===== src/rtl/fetch_pkg.sv =====
// rtl/fetch_pkg.sv - shared types and constants for the dual-lane fetch sequencer
package fetch_pkg;

    typedef enum logic [1:0] {
        BOOT  = 2'd0,
        RUN   = 2'd1,
        STALL = 2'd2,
        FLUSH = 2'd3
    } fetch_state_t;

    localparam logic [31:0] DEFAULT_RESET_PC = 32'h0040_0000;
    localparam logic [31:0] LANE_OFFSET      = 32'd4;
    localparam logic [31:0] PAIR_STRIDE      = 32'd8;

endpackage


===== src/rtl/event_counter.sv =====
// rtl/event_counter.sv - wrapping event counter with synchronous active-low clear
module event_counter #(
    parameter int WIDTH = 16
) (
    input  logic             clk,
    input  logic             rst_n,
    input  logic             inc,
    output logic [WIDTH-1:0] count
);

    // Count enabled events; rolls over from all-ones to zero silently.
    always_ff @(posedge clk) begin
        if (!rst_n) begin
            count <= '0;
        end else if (inc) begin
            count <= count + WIDTH'(1);
        end
    end

endmodule


===== src/rtl/fetch_sequencer.sv =====
// rtl/fetch_sequencer.sv - lockstep boot/stall/redirect/flush control for the two-lane fetch stage
module fetch_sequencer
    import fetch_pkg::*;
#(
    parameter logic [31:0] RESET_PC     = DEFAULT_RESET_PC,
    parameter int          FLUSH_CYCLES = 2,
    parameter int          CNT_W        = 16
) (
    input  logic             clk,
    input  logic             rst_n,
    input  logic             stall_1,
    input  logic             stall_2,
    input  logic             branch_taken_1,
    input  logic             branch_taken_2,
    input  logic [31:0]      branch_target_1,
    input  logic [31:0]      branch_target_2,
    output logic             PC_reg_enable_1,
    output logic             PC_reg_enable_2,
    output logic             mux_PC_flag_1,
    output logic             mux_PC_flag_2,
    output logic [31:0]      jump_address_1,
    output logic [31:0]      jump_address_2,
    output logic             Readmem_1,
    output logic             Readmem_2,
    output logic             flush,
    output logic [CNT_W-1:0] redirect_count,
    output logic [CNT_W-1:0] stall_count,
    output logic             misalign_err
);

    localparam logic [2:0] FLUSH_LOAD = 3'(FLUSH_CYCLES);

    fetch_state_t state_q, state_d;
    logic [2:0]   fcnt_q, fcnt_d;
    logic         hold_q, hold_d;
    logic         mux_q, mux_d;
    logic         rd_q, rd_d;
    logic         flush_q, flush_d;
    logic [31:0]  ja1_q, ja1_d;
    logic [31:0]  ja2_q, ja2_d;
    logic         mis_q, mis_d;
    logic         redirect_inc;
    logic         stall_inc;
    logic         take_branch;
    logic [31:0]  raw_target;
    logic [31:0]  target;

    // Lane 1 is the older instruction, so it wins when both lanes resolve taken.
    assign take_branch = branch_taken_1 | branch_taken_2;
    assign raw_target  = branch_taken_1 ? branch_target_1 : branch_target_2;
    assign target      = {raw_target[31:2], 2'b00};

    // Next state and next registered outputs; both lanes share one set of control bits.
    always_comb begin
        state_d      = state_q;
        fcnt_d       = fcnt_q;
        hold_d       = 1'b0;
        mux_d        = 1'b0;
        rd_d         = 1'b1;
        flush_d      = 1'b0;
        ja1_d        = ja1_q;
        ja2_d        = ja2_q;
        mis_d        = mis_q;
        redirect_inc = 1'b0;
        stall_inc    = 1'b0;
        case (state_q)
            BOOT: begin
                state_d = FLUSH;
                fcnt_d  = FLUSH_LOAD;
                mux_d   = 1'b1;
                rd_d    = 1'b0;
                flush_d = 1'b1;
                ja1_d   = RESET_PC;
                ja2_d   = RESET_PC + LANE_OFFSET;
            end
            FLUSH: begin
                // Branch and stall requests here come from wrong-path instructions.
                if (fcnt_q != 3'd0) begin
                    fcnt_d  = fcnt_q - 3'd1;
                    flush_d = 1'b1;
                end else begin
                    state_d = RUN;
                end
            end
            RUN, STALL: begin
                if (take_branch) begin
                    state_d      = FLUSH;
                    fcnt_d       = FLUSH_LOAD;
                    mux_d        = 1'b1;
                    flush_d      = 1'b1;
                    ja1_d        = target;
                    ja2_d        = target + LANE_OFFSET;
                    redirect_inc = 1'b1;
                    if (raw_target[1:0] != 2'b00) begin
                        mis_d = 1'b1;
                    end
                end else if (stall_1 | stall_2) begin
                    state_d   = STALL;
                    hold_d    = 1'b1;
                    rd_d      = 1'b0;
                    stall_inc = 1'b1;
                end else begin
                    state_d = RUN;
                end
            end
            default: begin
                state_d = BOOT;
            end
        endcase
    end

    // Output and state registers; reset parks the fetch stage holding with reads off.
    always_ff @(posedge clk) begin
        if (!rst_n) begin
            state_q <= BOOT;
            fcnt_q  <= 3'd0;
            hold_q  <= 1'b1;
            mux_q   <= 1'b0;
            rd_q    <= 1'b0;
            flush_q <= 1'b0;
            ja1_q   <= 32'd0;
            ja2_q   <= 32'd0;
            mis_q   <= 1'b0;
        end else begin
            state_q <= state_d;
            fcnt_q  <= fcnt_d;
            hold_q  <= hold_d;
            mux_q   <= mux_d;
            rd_q    <= rd_d;
            flush_q <= flush_d;
            ja1_q   <= ja1_d;
            ja2_q   <= ja2_d;
            mis_q   <= mis_d;
        end
    end

    event_counter #(.WIDTH(CNT_W)) u_redirect_cnt (
        .clk   (clk),
        .rst_n (rst_n),
        .inc   (redirect_inc),
        .count (redirect_count)
    );

    event_counter #(.WIDTH(CNT_W)) u_stall_cnt (
        .clk   (clk),
        .rst_n (rst_n),
        .inc   (stall_inc),
        .count (stall_count)
    );

    assign PC_reg_enable_1 = hold_q;
    assign PC_reg_enable_2 = hold_q;
    assign mux_PC_flag_1   = mux_q;
    assign mux_PC_flag_2   = mux_q;
    assign Readmem_1       = rd_q;
    assign Readmem_2       = rd_q;
    assign flush           = flush_q;
    assign jump_address_1  = ja1_q;
    assign jump_address_2  = ja2_q;
    assign misalign_err    = mis_q;

endmodule


===== config.mk =====
export PLATFORM = sky130hd
export DESIGN_NAME = fetch_sequencer
export DESIGN_NICKNAME = d
export VERILOG_FILES = /design/src/rtl/fetch_pkg.sv /design/src/rtl/event_counter.sv /design/src/rtl/fetch_sequencer.sv
export SDC_FILE = /design/constraint.sdc
export NUM_CORES = 1
export LEC_CHECK = 0
export BUFFER_PORTS_ARGS = -buffer_cell sky130_fd_sc_hd__buf_2
export CORE_ASPECT_RATIO = 1.2
export CORE_MARGIN = 2
export CORE_UTILIZATION = 51
export CTS_CLUSTER_DIAMETER = 120
export DETAILED_ROUTE_END_ITERATION = 10
export PLACE_DENSITY = 0.81
export SETUP_SLACK_MARGIN = 0.3
export SYNTH_ARGS = -nofsm -noshare
export SYNTH_HDL_FRONTEND = slang
export SYNTH_HIERARCHICAL = 1
export SYNTH_SLANG_ARGS = --single-unit
export TNS_END_PERCENT = 1

===== constraint.sdc =====
create_clock -name clk -period 3.77 [get_ports clk]
set_input_delay 0.377 -clock clk [delete_from_list [all_inputs] [get_ports clk]]
set_output_delay 0.377 -clock clk [all_outputs]
set_load 0.01 [all_outputs]

# Word-level counts from Yosys, hierarchy flattened
# Cells that the tools add are included.
# totals
ram_bits	0
rom_bits	0
mem_count	0
regBits	106
latchBits	0
elab_cells	54
# op_classes
multipliers	0
order_cmp	0
n_mux	23
add_sub_neg	4
shifts	0
n_reduce_logical	8
n_eq_ne	6
div	0
bitwise	2
# ops
operator	count
one-hot mux 32 bit (2 select lines)	2
2-to-1 mux 32 bit	3
adder 16 x 1 -> 16 bit (second input constant)	2
adder 32 x 3 -> 32 bit (second input constant)	1
one-hot mux 3 bit (3 select lines)	1
2-to-1 mux 1 bit	8
2-to-1 mux 2 bit	3
2-to-1 mux 3 bit	2
!= test 2 bit (second input constant)	3
one-hot mux 2 bit (3 select lines)	1
== test 2 bit (second input constant)	2
one-hot mux 1 bit (2 select lines)	2
AND reduction 2 bit	2
nonzero test 2 bit	2
one-hot mux 1 bit (3 select lines)	1
AND reduction 3 bit	1
nonzero test 3 bit	1
subtractor 3 x 1 -> 3 bit (second input constant)	1
== test 2 x 1 -> 1 bit (second input constant)	1
zero test 2 bit	1
OR 1 bit	2
OR reduction 2 bit	1

# Longest topological paths before layout
# logic_depth
depth_word	4
depth_mapped	12

# Hierarchy
# The synthesis kept the hierarchy.
# by_module_without_submodules
module	area_each_um2	seq_area_each_um2	instances	cells_per_inst
fetch_sequencer	3579.7	1401.3	1	407
event_counter	744.5	320.3	2	83

# Worst setup path before layout
# No wires, ideal clock.
# synth_path
kind	input to register
from	input branch_taken_1
to	register ja2_q[30] (netlist: jump_address_2[30])
t_required_ns	3.653
arrival_time_ns	2.755
setup_slack_ns	0.897
cell_stages	12
cell_sequence	buf_6 buf_8 buf_4 buf_4 buf_2 mux2i_1 inv_1 ha_1 a21boi_4 nand4_4 or4_1 a32o_1
# synth_via
elab_chain_cells	4
# synth_rtl
element	line_no	source
start: declaration	fetch_sequencer.sv:13	input logic branch_taken_1,
2-to-1 mux 32 bit	fetch_sequencer.sv:50	assign raw_target = branch_taken_1 ? branch_target_1 : branch_target_2;
adder 32 x 3 -> 32 bit	fetch_sequencer.sv:92	ja2_d = target + LANE_OFFSET;
2-to-1 mux 32 bit	fetch_sequencer.sv:86	if (take_branch) begin
one-hot mux 32 bit (2 select lines)	fetch_sequencer.sv:66	case (state_q)
end signal: assignment	fetch_sequencer.sv:132	ja2_q <= ja2_d;
end: declaration	fetch_sequencer.sv:40	logic [31:0] ja2_q, ja2_d;
# Several ways; a longest one is shown, not always the timed one. The select of a mux whose other input is x is not followed.
# A chain may end at the register's enable or synchronous reset.

# Worst setup path in the final report
# layout_path
from	register state_q[1]
to	register u_stall_cnt.count[13]
# layout_via
elab_chain_cells	3
# layout_rtl
element	line_no	source
start: declaration	fetch_sequencer.sv:33	fetch_state_t state_q, state_d;
start signal: assignment	fetch_sequencer.sv:125	state_q <= state_d;
== test 2 x 1 -> 1 bit or == test 2 bit (tied branches)	n/a	
OR reduction 2 bit *	n/a	
2-to-1 mux 1 bit *	n/a	
via hold_d	fetch_sequencer.sv:35	logic hold_q, hold_d;
end signal: assignment	event_counter.sv:16	count <= count + WIDTH'(1);
end: declaration	event_counter.sv:8	output logic [WIDTH-1:0] count
# The timed path passes the listed nets; every way through them passes the cells marked *.

==> impl_metrics.env <==
export IMPL_outcome="finished, final reports clean"
export IMPL_fp_dieArea_um2=10800
export IMPL_fmax_mhz=353
export IMPL_slew_headroom_pct=40.0
export IMPL_cts_tree="done"
export IMPL_critical_path_peak_fanout=8
export IMPL_ir_worst_vdd_mv=0.275
export IMPL_syn2layout_area_growth_pct=22.6
export IMPL_globalRoute_totalOverflow=0
export IMPL_power_frac_comb_pct=20.4
export IMPL_pin_count=174
export IMPL_syn_area_per_cell_um2=8.85
export IMPL_fin_skew_ps=7.46
export IMPL_swShare_pct=29.4
export IMPL_critPathCaptureType="flop"
export IMPL_cts_setup_buffers=0
export IMPL_h_tree_depth=3
export IMPL_drt_iter0_markers=273
export IMPL_crit_type="flop to flop"
export IMPL_first_pass_iters=4
export IMPL_ys_warn_count=6
export IMPL_cts_root_buf="clkbuf_16"
export IMPL_place_gp_congestion=0.824
export IMPL_drv_slew=0
export IMPL_hold_viol=0
export IMPL_seq_area_frac_synth_pct=40.3
export IMPL_power_switching_uw=771
export IMPL_fin_setup_tns_ps=0
export IMPL_core_um2=9610
export IMPL_crit_required_ps=4040
export IMPL_leakage_nw=2.73
export IMPL_grt_pass1_vias=4484
export IMPL_ctsResizeCount=0
export IMPL_crit_arrival_ps=3100
export IMPL_grt_max_degree=45
export IMPL_async_flop_share_pct=0
export IMPL_synth_xor_area_share_pct=6.22
export IMPL_min_period_over_period_pct=75.2
export IMPL_worstSkewPairLatency_ps=340
export IMPL_post_synth_instance_area_um2=5070
export IMPL_hold_buffers=0
export IMPL_vias_per_cell=5.52
export IMPL_power_mw=2.62
export IMPL_cts_buffers=9
export IMPL_antenna_found_initial=1
export IMPL_clock_sinks=102
export IMPL_synth_top_family_by_area="simple AND/OR/NAND/NOR gates"
export IMPL_crit_path_start_kind="flop"
export IMPL_fp_dieW_um=95.0
export IMPL_die_h_um=113
export IMPL_p_per_area_nw_per_um2=422
export IMPL_drc=0
export IMPL_synth_compound_area_share_pct=14.9
export IMPL_synth_simple_area_share_pct=24.1
export IMPL_wl_per_cell_um=15.3
export IMPL_p_int_mw=1.85
export IMPL_routed_wl_um=13100
export IMPL_synth_fa_ha_area_share_pct=1.73
export IMPL_hpwl_um=9870
export IMPL_syn_inst=573
export IMPL_power_frac_seq_pct=47.0
export IMPL_final_cell_mix="buf_2, dfxtp_1, nand2_1, o21ai_0, nor2_1"
export IMPL_synth_seq_cells=102
export IMPL_layout_commonest_cell="buf_2"
export IMPL_drive_above_1_share_pct=30.1
export IMPL_finalSetupViolCount=0
export IMPL_max_cap_viol_count=0
export IMPL_io_buffers=169
export IMPL_grt_first_pass_wirelength_um=21100
export IMPL_start_util_pct=52.7
export IMPL_vias=4734
export IMPL_nets=806
export IMPL_clkTransAtPathRegs_ps=70
export IMPL_power_frac_clock_pct=32.6
export IMPL_synth_mux_area_share_pct=7.43
export IMPL_rsz0062_at_grt="no"
export IMPL_synth_cell_type_count=62
export IMPL_worstHoldPathType="primary input to flop"
export IMPL_synth_edf_count=0
export IMPL_gr_usage_all_layers_pct=24.6
export IMPL_final_antenna_net_count=0
export IMPL_cts_buffer_depth=2
export IMPL_fin_crit_ps=2840
export IMPL_tightest_slew_ps=896
export IMPL_rows=39
export IMPL_synth_flop_cell="dfxtp_1"
==> area by class of cell <==
| class | count | area, um2 |
|---|---|---|
| fill | 818 | 3400 |
| multi-input combinational | 422 | 2780 |
| sequential | 102 | 2040 |
| timing repair buffer | 176 | 898 |
| clock buffer | 13 | 250 |
| tap | 123 | 154 |
| inverter | 18 | 67.6 |
| clock inverter | 3 | 20.0 |
| antenna | 1 | 2.50 |
==> metal layers <==
metal | up-vias | routed length (um) | global-route usage [%]
met5 | - | 7 | 0
met4 | 2 | 501 | 13.5
met3 | 40 | 829 | 4.26
met2 | 174 | 6320 | 39.7
met1 | 2186 | 5470 | 31.0
li1 | 2332 | - | -
==> flip-flops by register name (all words and copies together), names as in the netlist, 2 cells and up <==
name and count:
state_q 2, jump_address_1 30, u_stall_cnt/count 16, u_redirect_cnt/count 16, fcnt_q 3, jump_address_2 30
==> worst max-delay path: stages (launching register included) <==
cell	delay, ps
dfxtp_1	330
inv_1	60
ha_1	340
inv_1	80
or3_1	390
nor2_1	440
nand4_4	250
nor4_4	350
or3b_1	370
a21oi_1	150
==> synth_stat cells (4+ instances only) <==
cell | instances | area [um2]
nand2_1 | 82 | 308
o21ai_0 | 44 | 220
nand3_1 | 21 | 105
buf_2 | 8 | 40.0
or4_1 | 4 | 30.0
nand2b_1 | 5 | 31.3
xor2_1 | 10 | 87.6
dfxtp_1 | 102 | 2040
nor3_1 | 11 | 55.1
nand3b_1 | 4 | 30.0
or3_1 | 6 | 37.5
ha_1 | 7 | 87.6
nand4b_1 | 5 | 43.8
a32o_1 | 10 | 100
o21ai_1 | 17 | 85.1
mux2i_1 | 32 | 320
buf_4 | 11 | 82.6
xnor2_1 | 26 | 228
a21oi_1 | 15 | 75.1
mux2_2 | 5 | 56.3
nor2_1 | 42 | 158
nor4_1 | 6 | 37.5
inv_1 | 18 | 67.6
clkbuf_1 | 13 | 48.8
nand4_1 | 8 | 50.1
==> power groups by stage <==
stage	Clock [mW]	Combinational [mW]	Sequential, mW
floorplan	0	0.279	1.29
global placement	0	0.520	1.25
detailed placement	0	0.533	1.26
CTS	0.875	0.536	1.23
global route	0.929	0.591	1.24
finish	0.857	0.536	1.23
==> per-stage QoR <==
| step | setup WS (ps) | instance area [um2] | hold WS [ps] | utilization (%) | instances |
|---|---|---|---|---|---|
| floorplan | 897 | 5080 | 470 | - | 576 |
| global placement | 874 | 5940 | 432 | 61.8 | 841 |
| detailed placement | 730 | 5940 | 438 | 61.8 | 841 |
| CTS | 946 | 6210 | 374 | 64.6 | 857 |
| global route | 745 | 6210 | 392 | 64.6 | 857 |
| finish | 934 | 6210 | 381 | 64.6 | 858 |
==> cell families (layout without fill, tap and decap cells) <==
group / count (synthesis) / after routing
XOR/XNOR: 36 / 36
adder cells (fa/ha/maj): 7 / 7
multiplexers: 37 / 37
buffers and inverters: 52 / 210
AO/OA/AOI/OAI: 114 / 114
flip-flops: 102 / 102
other: 1 / 5
AND/OR/NAND/NOR: 224 / 224
==> final timing paths <==
path / end / start / cells past startpoint / slack (ps)
hold / removal: jump_address_1[27]$_SDFFE_PN0P_ / branch_target_1[27] / 3 / 380
setup / recovery: u_stall_cnt/count[13]$_SDFFE_PN0P_ / state_q[1]$_SDFFE_PN0N_ / 9 / 930
setup reg to reg: u_stall_cnt/count[13]$_SDFFE_PN0P_ / state_q[1]$_SDFFE_PN0N_ / 9 / 930
hold reg to reg: jump_address_2[13]$_SDFFE_PN0P_ / jump_address_2[13]$_SDFFE_PN0P_ / 2 / 450
No activity file was read; power rests on OpenSTA's default activity.
